File: src/rtl/apb_arbiter_if.sv
// apb_arbiter_if: requester-side request/ack bundle plus APB master port of the arbiter.
interface apb_arbiter_if #(
    parameter int NM = 2,
    parameter int AW = 32,
    parameter int DW = 32
);
    logic [NM-1:0]        i_req;
    logic [NM*AW-1:0]     i_addr;
    logic [NM-1:0]        i_write;
    logic [NM*DW-1:0]     i_wdata;
    logic [NM*DW/8-1:0]   i_wstrb;
    logic [NM*3-1:0]      i_prot;
    logic [NM-1:0]        o_ack;
    logic [DW-1:0]        o_rdata;
    logic                 o_err;
    logic                 PSEL;
    logic                 PENABLE;
    logic                 PWRITE;
    logic [AW-1:0]        PADDR;
    logic [DW-1:0]        PWDATA;
    logic [DW/8-1:0]      PWSTRB;
    logic [2:0]           PPROT;
    logic                 PREADY;
    logic [DW-1:0]        PRDATA;
    logic                 PSLVERR;

    modport master (
        input  i_req, i_addr, i_write, i_wdata, i_wstrb, i_prot, PREADY, PRDATA, PSLVERR,
        output o_ack, o_rdata, o_err, PSEL, PENABLE, PWRITE, PADDR, PWDATA, PWSTRB, PPROT
    );

    modport slave (
        output i_req, i_addr, i_write, i_wdata, i_wstrb, i_prot, PREADY, PRDATA, PSLVERR,
        input  o_ack, o_rdata, o_err, PSEL, PENABLE, PWRITE, PADDR, PWDATA, PWSTRB, PPROT
    );
endinterface

File: src/rtl/apb_arbiter.sv
// apb_arbiter: round-robin arbiter of NM request/ack clients onto one APB master port.
// Define APB_ARBITER_B2B_EN to chain the next grant straight from ACCESS without an idle cycle.
module apb_arbiter #(
    parameter int NM = 2,
    parameter int AW = 32,
    parameter int DW = 32
) (
    input  logic          PCLK,
    input  logic          PRESET,
    apb_arbiter_if.master bus
);
    localparam int PW = NM > 1 ? $clog2(NM) : 1;
    localparam logic [1:0] IDLE   = 2'd0;
    localparam logic [1:0] SETUP  = 2'd1;
    localparam logic [1:0] ACCESS = 2'd2;

    logic [1:0]      state;
    logic [PW-1:0]   ptr, g, base, nxt;
    logic [NM-1:0]   elig, elig_nxt;
    logic            go, load;
    logic [AW-1:0]   sel_addr;
    logic [DW-1:0]   sel_wdata;
    logic [DW/8-1:0] sel_wstrb;
    logic [2:0]      sel_prot;
    logic            sel_write;

    // First set bit of e scanning upward from b+1, wrapping at NM.
    function automatic logic [PW-1:0] pick(input logic [NM-1:0] e, input logic [PW-1:0] b);
        int idx;
        pick = b;
        for (int k = NM; k >= 1; k--) begin
            idx = (int'(b) + k) % NM;
            if (e[idx]) pick = PW'(idx);
        end
    endfunction

    always_comb begin
        elig      = bus.i_req & ~bus.o_ack;
        base      = state == ACCESS ? g : ptr;
        elig_nxt  = state == ACCESS ? elig & ~(NM'(1) << g) : elig;
        go        = |elig_nxt;
        nxt       = pick(elig_nxt, base);
        sel_addr  = bus.i_addr[nxt*AW +: AW];
        sel_wdata = bus.i_wdata[nxt*DW +: DW];
        sel_wstrb = bus.i_wstrb[nxt*(DW/8) +: DW/8];
        sel_prot  = bus.i_prot[nxt*3 +: 3];
        sel_write = bus.i_write[nxt];
`ifdef APB_ARBITER_B2B_EN
        load      = go && (state == IDLE || (state == ACCESS && bus.PREADY));
`else
        load      = go && state == IDLE;
`endif
    end

    // Later assignments win: a new grant overrides the return to IDLE on completion.
    always_ff @(posedge PCLK or posedge PRESET) begin
        if (PRESET) begin
            state       <= IDLE;
            ptr         <= PW'(NM - 1);
            g           <= '0;
            bus.PSEL    <= 1'b0;
            bus.PENABLE <= 1'b0;
            bus.PWRITE  <= 1'b0;
            bus.PADDR   <= '0;
            bus.PWDATA  <= '0;
            bus.PWSTRB  <= '0;
            bus.PPROT   <= '0;
            bus.o_ack   <= '0;
            bus.o_rdata <= '0;
            bus.o_err   <= 1'b0;
        end else begin
            bus.o_ack <= '0;
            if (state == SETUP) begin
                bus.PENABLE <= 1'b1;
                state       <= ACCESS;
            end
            if (state == ACCESS && bus.PREADY) begin
                bus.o_ack   <= NM'(1) << g;
                bus.o_rdata <= bus.PWRITE ? '0 : bus.PRDATA;
                bus.o_err   <= bus.PSLVERR;
                ptr         <= g;
                bus.PSEL    <= 1'b0;
                bus.PENABLE <= 1'b0;
                state       <= IDLE;
            end
            if (load) begin
                g           <= nxt;
                bus.PSEL    <= 1'b1;
                bus.PENABLE <= 1'b0;
                bus.PWRITE  <= sel_write;
                bus.PADDR   <= sel_addr;
                bus.PWDATA  <= sel_wdata;
                bus.PWSTRB  <= sel_write ? sel_wstrb : '0;
                bus.PPROT   <= sel_prot;
                state       <= SETUP;
            end
        end
    end
endmodule

File: src/flat_wrapper.sv
// flat-port wrapper written by rule: the top's interface ports become plain ports
module apb_arbiter_flat 
#(
    parameter int NM = 2,
    parameter int AW = 32,
    parameter int DW = 32
)
  (PCLK, PRESET, bus_i_req, bus_i_addr, bus_i_write, bus_i_wdata, bus_i_wstrb, bus_i_prot, bus_PREADY, bus_PRDATA, bus_PSLVERR, bus_o_ack, bus_o_rdata, bus_o_err, bus_PSEL, bus_PENABLE, bus_PWRITE, bus_PADDR, bus_PWDATA, bus_PWSTRB, bus_PPROT);
  apb_arbiter_if #(.NM(NM), .AW(AW), .DW(DW)) bus_i ();
  input  logic PCLK;
  input  logic PRESET;
  input wire logic [$bits(bus_i.i_req)-1:0] bus_i_req;
  input wire logic [$bits(bus_i.i_addr)-1:0] bus_i_addr;
  input wire logic [$bits(bus_i.i_write)-1:0] bus_i_write;
  input wire logic [$bits(bus_i.i_wdata)-1:0] bus_i_wdata;
  input wire logic [$bits(bus_i.i_wstrb)-1:0] bus_i_wstrb;
  input wire logic [$bits(bus_i.i_prot)-1:0] bus_i_prot;
  input wire logic [$bits(bus_i.PREADY)-1:0] bus_PREADY;
  input wire logic [$bits(bus_i.PRDATA)-1:0] bus_PRDATA;
  input wire logic [$bits(bus_i.PSLVERR)-1:0] bus_PSLVERR;
  output wire logic [$bits(bus_i.o_ack)-1:0] bus_o_ack;
  output wire logic [$bits(bus_i.o_rdata)-1:0] bus_o_rdata;
  output wire logic [$bits(bus_i.o_err)-1:0] bus_o_err;
  output wire logic [$bits(bus_i.PSEL)-1:0] bus_PSEL;
  output wire logic [$bits(bus_i.PENABLE)-1:0] bus_PENABLE;
  output wire logic [$bits(bus_i.PWRITE)-1:0] bus_PWRITE;
  output wire logic [$bits(bus_i.PADDR)-1:0] bus_PADDR;
  output wire logic [$bits(bus_i.PWDATA)-1:0] bus_PWDATA;
  output wire logic [$bits(bus_i.PWSTRB)-1:0] bus_PWSTRB;
  output wire logic [$bits(bus_i.PPROT)-1:0] bus_PPROT;
  assign bus_i.i_req = bus_i_req;
  assign bus_i.i_addr = bus_i_addr;
  assign bus_i.i_write = bus_i_write;
  assign bus_i.i_wdata = bus_i_wdata;
  assign bus_i.i_wstrb = bus_i_wstrb;
  assign bus_i.i_prot = bus_i_prot;
  assign bus_i.PREADY = bus_PREADY;
  assign bus_i.PRDATA = bus_PRDATA;
  assign bus_i.PSLVERR = bus_PSLVERR;
  assign bus_o_ack = bus_i.o_ack;
  assign bus_o_rdata = bus_i.o_rdata;
  assign bus_o_err = bus_i.o_err;
  assign bus_PSEL = bus_i.PSEL;
  assign bus_PENABLE = bus_i.PENABLE;
  assign bus_PWRITE = bus_i.PWRITE;
  assign bus_PADDR = bus_i.PADDR;
  assign bus_PWDATA = bus_i.PWDATA;
  assign bus_PWSTRB = bus_i.PWSTRB;
  assign bus_PPROT = bus_i.PPROT;
  apb_arbiter #(.NM(NM), .AW(AW), .DW(DW)) u_core (.PCLK(PCLK), .PRESET(PRESET), .bus(bus_i));
endmodule
File: config.mk
export PLATFORM = sky130hd
export DESIGN_NAME = apb_arbiter_flat
export DESIGN_NICKNAME = d
export VERILOG_FILES = /design/src/rtl/apb_arbiter_if.sv /design/src/rtl/apb_arbiter.sv /design/src/flat_wrapper.sv
export SDC_FILE = /design/constraint.sdc
export NUM_CORES = 1
export LEC_CHECK = 0
export ABC_AREA = 1
export CAP_MARGIN = 20
export CELL_PAD_IN_SITES_DETAIL_PLACEMENT = 0
export CELL_PAD_IN_SITES_GLOBAL_PLACEMENT = 1
export CORE_MARGIN = 2
export CORE_UTILIZATION = 26
export CTS_CLUSTER_DIAMETER = 50
export CTS_CLUSTER_SIZE = 8
export DETAILED_ROUTE_END_ITERATION = 12
export GPL_ROUTABILITY_DRIVEN = 0
export PLACE_DENSITY = 0.8
export SLEW_MARGIN = 25
export SYNTH_ARGS = -nofsm -noshare
export SYNTH_HDL_FRONTEND = slang
export SYNTH_SLANG_ARGS = --single-unit
File: constraint.sdc
create_clock -name PCLK -period 5.5 [get_ports PCLK]
set_clock_uncertainty 0.2 [all_clocks]
set_input_delay 1.65 -clock PCLK [delete_from_list [all_inputs] [get_ports PCLK]]
set_output_delay 1.65 -clock PCLK [all_outputs]
set_load 0.05 [all_outputs]
Word-level counts from Yosys, hierarchy flattened
Cells that the tools add are included.
Operators by class
  reduce and logical (&&, ||, !) cells: 6
  bitwise gates (word level): 6
  $lt $le $gt $ge: 3
  $mul: 1
  equality and inequality tests: 2
  shifts and indexed selects: 5
  muxes and demuxes: 23
  add/subtract/negate cells: 2
Operator list (count)
  $shiftx A64 B7 Y32: 2
  $mux W32: 1
  $mux W1: 16
  $mux W2: 5
  $shiftx A8 B4 Y4: 1
  $lt A2 B3 Y1 const B: 2
  $shiftx A6 B4 Y3: 1
  $and A2 B2 Y2: 2
  $mux W4: 1
  $not A2 Y2: 2
  $mul A1 B2 Y3 const B: 1
  $reduce_bool A3 Y1: 1
  $add A1 B1 Y1 const B: 2
  $and A1 B1 Y1 const A: 2
  $eq A2 B1 Y1 const B: 1
  $eq A2 B2 Y1 const B: 1
  $logic_and A1 B1 Y1: 2
  $logic_not A2 Y1: 1
  $lt A1 B2 Y1 const B: 1
  $reduce_bool A2 Y1: 1
  $reduce_or A2 Y1: 1
  $shl A1 B1 Y2 const A: 1
Storage, ports and cells
  flip-flop bits (word level): 113
  output and inout port bits: 109
  input bits: 182
  word-level logic and storage cells: 61

Longest topological paths before layout
Gate-level depths: netlist of the first run.
  depth in word-level cells: 12
  mapped depth: 10

Worst setup path before layout of the first run
Ideal clock, no wire load.
  kind: input to register
  start point: in bus_i_req[0]
  end point: reg u_core.bus.PADDR[0]
  data required time: 5.178 ns
  library setup time: 0.122 ns
  stages: 9
  arrival: 2.523 ns
  setup slack: 2.654 ns
  cell sequence: inv_1 > nor2_1 > inv_1 > nand3_2 > nand2_2 > buf_6 > buf_4 > nor2_1 > o21ai_1
Between the ends
  longest elaborated chain between the ends: 9
Ends and longest elaborated chain
  start, declared: RTL line flat_wrapper.sv:12  | input wire logic [$bits(bus_i.i_req)-1:0] bus_i_req;
  $and A2 B2 Y2 *: RTL line apb_arbiter.sv:38  | elig = bus.i_req & ~bus.o_ack;
  $and A2 B2 Y2: RTL line apb_arbiter.sv:40  | elig_nxt = state == ACCESS ? elig & ~(NM'(1) << g) : elig;
  $mux W2 *: RTL line apb_arbiter.sv:40
  $mux W1 (not written as such) (3 in a row): RTL line apb_arbiter.sv:33  | if (e[idx]) pick = PW'(idx);
  $mux W1 (2 in a row): RTL line apb_arbiter.sv:33
  $shiftx A64 B7 Y32: RTL line apb_arbiter.sv:43  | sel_addr = bus.i_addr[nxt*AW +: AW];
  end signal, assigned: RTL line apb_arbiter.sv:91  | bus.PADDR <= sel_addr;
  end, declared: RTL line apb_arbiter_if.sv:29  | output o_ack, o_rdata, o_err, PSEL, PENABLE, PWRITE, PADDR, PWDATA, PWSTRB, PPROT
Mark *: on every way between the ends. The rest lies on a longest branch, timed or not. The select of a mux whose other input is x is not followed.
A chain may end at the register's enable or synchronous reset.

Final worst setup path of the first run
  start point: in bus_i_req[1]
  end point: reg u_core.bus.PADDR[23]
Same word-level chain as after synthesis.

==> metrics, run 1 <==
outcome=completed; WL final=17,600 microns; final setup margin=1840 ps; number of hold buffers added after cts=0; Synth Warn #=0; Cell Chain, Critical Path=clkdlybuf4s50_1 -> nand2_1 -> inv_1 -> nand3_2 -> nand2_4 -> buf_4 -> nand2_1 -> nand2_1 -> o21ai_1; syn nets=901; number of post-CTS setup repair buffers=0; worst-margin pin slew=856 ps; fin area=0.00874 sq mm; Tmin final=3660 ps; setup total negative slack=0 ps; Max rail drop VDD=0.117 mV; largest family of logic cells by synthesized area=simple AND/OR/NAND/NOR gates; simple logic cell fraction of the synthesized area=30.8%; P per Cell Area=199 mW/mm^2; Int Pwr=1320 uW; Die X=147 microns; sequential share of power=47.4%; CTS tree=built; mux cell area share after synthesis=0%; WP data required=5540 ps; Reg2Reg Setup Slack=3070 ps; # setup viols final=0; initial core utilization=26.4%; Max-slew headroom=42.9%; CP Depth=9; initial DRC count=265; first-pass GRT wire length=27,900 microns; largest net degree at the start of global routing=76; Die Y=147 microns; Worst Hold End=u_core.bus.o_err$_DFFE_PP0P_; path depth of the worst reg2reg path=8; clk sinks=112; Resize count post-CTS=0; crit path capture type=flip-flop; H-tree Lvls=3; Vias=5,315; CP Launch Type=input pin; Mapped Area=0.00532 sq mm; # rows=52; RSZ-0062 raised after global routing=false; library cells used by synthesis=17; Post-Syn Area per Cell=7.39 sq um; vias per inst=4.20; hold_sp=u_core.bus.o_err$_DFFE_PP0P_; fin nets=1,171; r2r endpoint=u_core.bus.PADDR[23]$_DFFE_PP0P_; Clock Root Buffer=clkbuf_16; Tcrit/Tclk final=66.5%; slowest cell on the critical path=nand2_4; worst path buffer plus inverter count=3; remaining antenna violation count=0; Post-route DRC=0; CTS Buffer Depth=2; Clk pin slew, worst setup/hold paths=80 ps; NetSw=418 uW; Die ar.=0.0216 sq mm; CP max stage delay=540 ps; Post-Synth XOR/XNOR Area=0%; Slew Viols, Final=0; compound-gate portion of the synthesized area=6.94%; most frequent CP cell=nand2_1; reg2reg start=u_core.ptr$_DFFE_PP1P_; WHS Path Cells=2; worst slack, placed=1420 ps; io pins=291; clock share of power=39.7%; Placed Instance Area=0.00843 sq mm; sequential area share after synthesis=52.7%; adder-cell area share of the yosys netlist=0%; CP top delay family=buffers and inverters; Synth Register Bits=112; layout cell share with drive strength beyond 1=3.42%; Fin. Hold Viols=0; wire per inst=13.9 microns; vias in the first global route=5,166; Pleak=0.00408 uW; Max Cap Viol=0; Data arrival, critical path=3690 ps; GRT Util Overall=16.2%; synthesized instance count=719; DRT Pass-1 Iters=4; clk_lat worst skew=350 ps; Sw Ratio=24.1%; CTS buffer count=9; Logic pwr share=12.9%; Overflow after GRT=0; port bufs=290; crit path from=bus_i_req[1]; Synth-to-Final Area Change=64.4%; core area=0.0202 sq mm; CP Class=input pin to flip-flop; initial antenna violation count=2; fmax=273 MHz; Detailed Place HPWL=12,400 microns; Hold Path Class=flip-flop to flip-flop; Max FO, Critical Path=65
==> power by group through the flow <==
| stage | clock network [uW] | logic, uW | registers [uW] |
|---|---|---|---|
| CTS | 716 | 229 | 824 |
| global placement | 0 | 228 | 840 |
| finish | 690 | 224 | 824 |
| detailed placement | 0 | 227 | 840 |
| floorplan | 0 | 78.8 | 842 |
| global route | 747 | 249 | 824 |
==> cells by family after synthesis <==
kind of cell,count (synthesis)
DFF,112
and+or+nand+nor,416
AOI/OAI and AO/OA,73
buffers and inverters,118
==> synthesized netlist by cell type <==
master / instances / area [sq um]
a21oi_2: 1 / 8.76
buf_4: 10 / 75.1
nand2_1: 293 / 1100
buf_6: 1 / 11.3
buf_2: 14 / 70.1
nand3_2: 2 / 20.0
dfrtp_1: 111 / 2780
dfstp_2: 1 / 26.3
nand3_1: 49 / 245
a21oi_1: 1 / 5.00
clkbuf_1: 13 / 48.8
nand2_2: 1 / 6.26
o21ai_0: 29 / 145
inv_1: 77 / 289
nor2_1: 71 / 267
o21ai_1: 42 / 210
inv_2: 3 / 11.3
==> per-layer routing <==
metal | wire length, microns | part of all wire, % | track usage, % | vias up
li1 | - | - | - | 2726
met1 | 7740 | 44 | 20.6 | 2398
met2 | 8150 | 46 | 26.3 | 160
met3 | 1210 | 6.9 | 4.47 | 29
met4 | 473 | 2.7 | 6.63 | 2
met5 | 11 | 0.063 | 0 | -
==> sequential cells by signal, indices dropped and copies added (netlist names) <==
register / flops
u_core.bus.PWSTRB: 4
u_core.bus.o_err: 1
u_core.bus.PWRITE: 1
u_core.bus.PWDATA: 32
u_core.bus.PSEL: 1
u_core.bus.PENABLE: 1
u_core.ptr: 1
u_core.bus.PPROT: 3
u_core.bus.PADDR: 32
u_core.bus.o_ack: 2
u_core.g: 1
u_core.state: 1
u_core.bus.o_rdata: 32
==> area by class of cell <==
| cell class | count | area, sq um |
|---|---|---|
| fill | 2042 | 11400 |
| antenna | 1 | 2.50 |
| multi-input combinational | 489 | 2020 |
| sequential | 112 | 2800 |
| inverter | 80 | 303 |
| clock inverter | 7 | 77.6 |
| clock buffer | 9 | 225 |
| timing repair buffer | 297 | 2970 |
| tap | 270 | 338 |
==> placed cells by master (no fill, tap or decap) <==
master,netlist,final
buf_4,10,6
inv_8,0,1
buf_12,0,1
a21oi_1,1,1
clkinv_2,0,2
inv_4,0,1
dfrtp_1,111,111
clkbuf_16,0,9
clkinv_4,0,1
nor2_2,0,1
nand2_1,293,293
clkdlybuf4s50_1,0,290
nand3_2,2,2
o21ai_1,42,42
nor2_1,71,70
inv_6,0,2
nand2_4,0,1
bufinv_16,0,1
diode_2,0,1
o21ai_0,29,29
inv_1,77,75
nand3_1,49,49
a21oi_4,0,1
dfstp_2,1,1
inv_2,3,4
==> worst min-delay path, stage by stage, from the launching register on <==
cell     delay, ps
dfrtp_1        350
nand2_1         50
nand2_1         50
==> through the flow <==
step                power [uW]  instances  util [%]  hold WS [ps]
floorplan                  921        719         -           260
global placement          1070       1248      41.8           255
detailed placement        1070       1248      41.8           266
CTS                       1770       1264      43.3           286
global route              1820       1265      43.3           295
finish                    1740       1265      43.3           276
==> worst max path at each step <==
stage                                            end  slack (ps)
floorplan            u_core.bus.PADDR[0]$_DFFE_PP0P_         690
global placement     u_core.bus.PPROT[1]$_DFFE_PP0P_        1490
detailed placement   u_core.bus.PPROT[1]$_DFFE_PP0P_        1420
CTS                 u_core.bus.PADDR[23]$_DFFE_PP0P_        1810
global route        u_core.bus.PADDR[23]$_DFFE_PP0P_        1620
finish              u_core.bus.PADDR[23]$_DFFE_PP0P_        1840
Note: power is estimated with default switching activity, not from simulation.
==> inputs of run 2 (changes only) <==
==> constraint.sdc (replaced) <==
create_clock -name PCLK -period 3.79 [get_ports PCLK]
set_clock_uncertainty 0.2 [all_clocks]
set_input_delay 1.137 -clock PCLK [delete_from_list [all_inputs] [get_ports PCLK]]
set_output_delay 1.137 -clock PCLK [all_outputs]
set_load 0.05 [all_outputs]
==> metrics, run 2 (synthesis results as in run 1) <==
Overflow after GRT=0 (unchanged); Post-route DRC=0 (unchanged); largest net degree at the start of global routing=113 (+49%); WHS Path Cells=2 (unchanged); Cell Chain, Critical Path=clkdlybuf4s50_1; remaining antenna violation count=0 (unchanged); Max FO, Critical Path=5 (-92%); vias per inst=4.24 (+0.86%); setup total negative slack=0 ps (unchanged); Tcrit/Tclk final=77.6%; WHS=283 ps (+6.64 ps); CTS buffer count=9 (unchanged); GRT Util Overall=16.4% (+0.15 points); WP data required=2450 ps (-3090 ps); clk_lat worst skew=350 ps (about the same); clk sinks=112 (unchanged); reg2reg start=u_core.state[0]$_DFFE_PP0P_; vias in the first global route=5,401 (+4.5%); Clk pin slew, worst setup/hold paths=80 ps (about the same); fmax=340 MHz; CP Capture Point=bus_PENABLE; outcome=completed; commonest non-fill, non-tap cell in the layout=nand2_1; H-tree Lvls=3 (unchanged); CP Launch Type=flip-flop; Pleak=0.00410 uW (+0.40%); CP Depth=1 (-8); Max Cap Viol=0 (unchanged); DRT Pass-1 Iters=4 (unchanged); Die Y=147 microns (unchanged); number of hold buffers added after cts=0 (unchanged); crit path capture type=output pin; # setup viols final=0 (unchanged); Die ar.=0.0216 sq mm (unchanged); initial DRC count=272 (+2.6%); Data arrival, critical path=1600 ps (-2090 ps); most frequent cells in the layout=293 x nand2_1, 290 x clkdlybuf4s50_1, 111 x dfrtp_1, 75 x inv_1, 70 x nor2_1; port bufs=290 (unchanged); Hold Path Class=flip-flop to flip-flop; CP max stage delay=850 ps (+310 ps); core area=0.0202 sq mm (unchanged); worst path buffer plus inverter count=1 (-2); CTS tree=built; Clock Root Buffer=clkbuf_16; Tmin final=2940 ps; slowest cell on the critical path=clkdlybuf4s50_1; Max rail drop VDD=0.230 mV (+97%); initial core utilization=26.4% (unchanged); # rows=52 (unchanged); layout cell share with drive strength beyond 1=3.52% (+0.097 points); Synth-to-Final Area Change=65.5%; crit path from=u_core.bus.PENABLE$_DFFE_PP0P_; first-pass GRT wire length=28,500 microns (+2.4%); Finished Layout Cells=1,266 (+0.079%); final design utilization=43.6% (+0.29 points); Slew Viols, Final=0 (unchanged); Fin. Hold Viols=0 (unchanged); Reg2Reg Setup Slack=1760 ps (-1310 ps); WL final=17,700 microns (+0.83%); P per Cell Area=290 mW/mm^2 (+46%); fin area=0.00880 sq mm (+0.66%); Die X=147 microns (unchanged); Vias=5,365 (+0.94%); io pins=291 (unchanged); Detailed Place HPWL=12,400 microns (-0.18%); RSZ-0062 raised after global routing=false; CP top delay family=buffers and inverters; Regs by FF count=u_core.bus.PADDR (32), u_core.bus.PWDATA (32), u_core.bus.o_rdata (32); number of post-CTS setup repair buffers=0 (unchanged); CP Class=flip-flop to output pin; path depth of the worst reg2reg path=8 (unchanged); Max-slew headroom=56.2% (+13 points); initial antenna violation count=1 (-1); CTS Buffer Depth=2 (unchanged); fin nets=1,172 (+0.085%); Resize count post-CTS=0 (unchanged); Placed Instance Area=0.00848 sq mm (+0.55%); worst-margin pin slew=657 ps (-199 ps); r2r endpoint=u_core.bus.PADDR[24]$_DFFE_PP0P_; wire per inst=14.0 microns (+0.75%); Placed Cells incl. Taps=1,249 (+0.080%); fillers=2,025 (-0.83%)
run 2: changes by cell type in the layout (fill, tap and decap cells not counted):
cell        previous run  this run
inv_8                  1         0
clkinv_2               2         1
buf_12                 1         4
clkbuf_8               0         2
buf_4                  6         4
inv_4                  1         0
clkinvlp_4             0         1
run 2: where the power goes:
part           switching [uW]  internal (uW)
Sequential              0.488           1200
Combinational             131            202
Clock                     469            556
run 2: worst min-delay path by stage:
stage	from	endpoint	slack (ps)
4_1_cts	u_core.bus.o_err$_DFFE_PP0P_	u_core.bus.o_err$_DFFE_PP0P_	290
3_5_place_dp	u_core.bus.o_rdata[15]$_DFFE_PP0P_	u_core.bus.o_rdata[15]$_DFFE_PP0P_	260
5_1_grt	u_core.bus.o_rdata[3]$_DFFE_PP0P_	u_core.bus.o_rdata[3]$_DFFE_PP0P_	300
6_report	u_core.bus.o_rdata[10]$_DFFE_PP0P_	u_core.bus.o_rdata[10]$_DFFE_PP0P_	280
2_1_floorplan	u_core.state[0]$_DFFE_PP0P_	u_core.bus.PENABLE$_DFFE_PP0P_	260
3_3_place_gp	u_core.bus.o_err$_DFFE_PP0P_	u_core.bus.o_err$_DFFE_PP0P_	260
run 2: stage by stage:
stage / worst slack (ps) / total power (uW)
2_1_floorplan: 1100 / 1340
3_3_place_gp: 696 / 1560
3_5_place_dp: 681 / 1560
4_1_cts: 824 / 2590
5_1_grt: 810 / 2670
6_report: 848 / 2550
run 2: worst min-delay path, delay by kind of cell (launching register included):
kind,cells,cell delay [ps]
DFF,1,340
and+or+nand+nor,2,110
run 2: routing by layer:
| metal | vias to the layer above | track usage (%) | wire (microns) |
|---|---|---|---|
| li1 | 2724 | - | - |
| met4 | 0 | 5.00 | 314 |
| met2 | 179 | 28.3 | 8520 |
| met3 | 18 | 4.47 | 1330 |
| met1 | 2444 | 20.0 | 7570 |
| met5 | - | 0 | 0 |
run 2: area by class of cell:
| class | instances | area (sq um) | share of cell area, % |
|---|---|---|---|
| flip-flops and latches | 112 | 2800 | 31.9 |
| repair buffers | 298 | 3010 | 34.2 |
| clock buffers | 11 | 253 | 2.87 |
| diodes | 1 | 2.50 | 0.0284 |
| well taps | 270 | 338 | 3.84 |
| inverters | 80 | 304 | 3.46 |
| clock inverters | 5 | 61.3 | 0.697 |
| multi-input cells | 489 | 2020 | 23.0 |
==> inputs of run 3 (changes only) <==
==> constraint.sdc (replaced) <==
create_clock -name PCLK -period 2.8 [get_ports PCLK]
set_clock_uncertainty 0.2 [all_clocks]
set_input_delay 0.84 -clock PCLK [delete_from_list [all_inputs] [get_ports PCLK]]
set_output_delay 0.84 -clock PCLK [all_outputs]
set_load 0.05 [all_outputs]
==> metrics, run 3 (synthesis results as in run 1) <==
CTS Buffer Depth=2 (unchanged); vias per inst=4.21 (-0.69%); number of hold buffers added after cts=0 (unchanged); first-pass GRT wire length=28,100 microns (-1.4%); port bufs=290 (unchanged); global-route met1 utilization=19.4% (-0.57 points); remaining antenna violation count=0 (unchanged); P per Cell Area=394 mW/mm^2 (+36%); NetSw=809 uW (+35%); Max FO, Critical Path=5 (unchanged); fin nets=1,176 (+0.34%); Max-slew headroom=59.1% (+2.9 points); clk_lat worst skew=350 ps (about the same); Die Y=147 microns (unchanged); fmax=379 MHz; clk sinks=112 (unchanged); Overflow after GRT=0 (unchanged); Detailed Place HPWL=12,700 microns (+2.0%); most frequent cells in the layout=293 x nand2_1, 290 x clkdlybuf4s50_1, 111 x dfrtp_1, 76 x inv_1, 70 x nor2_1; setup total negative slack=0 ps (unchanged); Data arrival, critical path=1600 ps (about the same); Slew Viols, Final=0 (unchanged); Post-route DRC=0 (unchanged); core area=0.0202 sq mm (unchanged); Logic pwr share=13.0% (about the same); commonest non-fill, non-tap cell in the layout=nand2_1; Die X=147 microns (unchanged); # rows=52 (unchanged); M3 GR Usage=4.63% (+0.16 points); Fin. Hold Viols=0 (unchanged); Max Cap Viol=0 (unchanged); worst path buffer plus inverter count=1 (unchanged); vias in the first global route=5,239 (-3.0%); CTS tree=built; Die ar.=0.0216 sq mm (unchanged); Clock Root Buffer=clkbuf_16; # setup viols final=0 (unchanged); Synth-to-Final Area Change=66.9%; CP Launch Type=flip-flop; GR peak layer=met2; Hold Path Class=flip-flop to flip-flop; Cell Chain, Critical Path=clkdlybuf4s50_1; CTS buffer count=9 (unchanged); sequential share of power=46.2% (-0.6 points); layout cell share with drive strength beyond 1=3.70% (+0.19 points); GRT Util Overall=16.3% (-0.057 points); Vias=5,349 (-0.30%); WL final=17,600 microns (-0.56%); number of post-CTS setup repair buffers=0 (unchanged); CP Class=flip-flop to output pin; Regs by FF count=u_core.bus.PADDR (32), u_core.bus.PWDATA (32), u_core.bus.o_rdata (32); final design utilization=44.0% (+0.38 points); Clk pin slew, worst setup/hold paths=70 ps (about the same); fillers=2,047 (+1.1%); Sw Ratio=23.1% (-0.41 points); Int Pwr=2690 uW (+38%); Tmin final=2640 ps; CP top delay family=buffers and inverters; CP max stage delay=840 ps (about the same); outcome=completed; Resize count post-CTS=0 (unchanged); largest net degree at the start of global routing=74 (-35%); initial DRC count=223 (-18%); clock share of power=40.7% (+0.6 points); met2 track demand over resource=28.5% (+0.21 points); RSZ-0062 raised after global routing=false; initial antenna violation count=1 (unchanged); Reg2Reg Setup Slack=950 ps (-810 ps); Tcrit/Tclk final=94.1%; Max rail drop VDD=0.335 mV (+46%); crit path capture type=output pin; io pins=291 (unchanged); worst-margin pin slew=612 ps (-45.0 ps); WHS=275 ps (-7.64 ps); slowest cell on the critical path=clkdlybuf4s50_1; H-tree Lvls=3 (unchanged); WP data required=1760 ps (-690 ps); Pleak=0.00413 uW (+0.94%); wire per inst=13.9 microns (-0.96%); initial core utilization=26.4% (unchanged); DRT Pass-1 Iters=5 (+1)
## run 3: worst paths after layout
path                                                 from                                  to  cells after the start
max reg2reg                   u_core.state[0]$_DFFE_PP0P_   u_core.bus.PWDATA[24]$_DFFE_PP0P_                      9
max in group asynchronous                          PRESET              u_core.ptr$_DFFE_PP1P_                      3
min                          u_core.bus.o_err$_DFFE_PP0P_        u_core.bus.o_err$_DFFE_PP0P_                      2
min in group asynchronous                          PRESET  u_core.bus.o_rdata[31]$_DFFE_PP0P_                      3
max                        u_core.bus.PENABLE$_DFFE_PP0P_                         bus_PENABLE                      1
min reg2reg                  u_core.bus.o_err$_DFFE_PP0P_        u_core.bus.o_err$_DFFE_PP0P_                      2
## run 3: stage by stage
stage               setup WS [ps]  total power, uW  area (sq um)  cells
floorplan                     403             1810          5320    719
global route                 79.7             3660          8870   1269
global placement              151             2110          8550   1253
finish                        164             3500          8870   1271
detailed placement            137             2110          8550   1253
CTS                           128             3570          8870   1269
## run 3: area by class of cell
cell class                      count  area (sq um)  share of cell area, %
Sequential cell                   112          2800                   31.6
Tap cell                          270           338                   3.81
Antenna cell                        2          5.00                 0.0564
Multi-Input combinational cell    489          2020                   22.8
Timing Repair Buffer              302          3080                   34.7
Inverter                           80           304                   3.43
Clock inverter                      6          91.3                   1.03
Clock buffer                       10           229                   2.58
## run 3: layer usage
metal / vias up / routed length [microns]
met3: 15 / 1320
met1: 2421 / 7400
met4: 0 / 278
met5: - / 0
met2: 179 / 8630
li1: 2734 / -
## run 3: power groups by stage
stage          Sequential (uW)  Combinational [uW]  Clock (uW)
2_1_floorplan             1650                 155           0
3_3_place_gp              1650                 462           0
3_5_place_dp              1650                 461           0
4_1_cts                   1620                 464        1490
5_1_grt                   1620                 504        1540
6_report                  1620                 456        1430
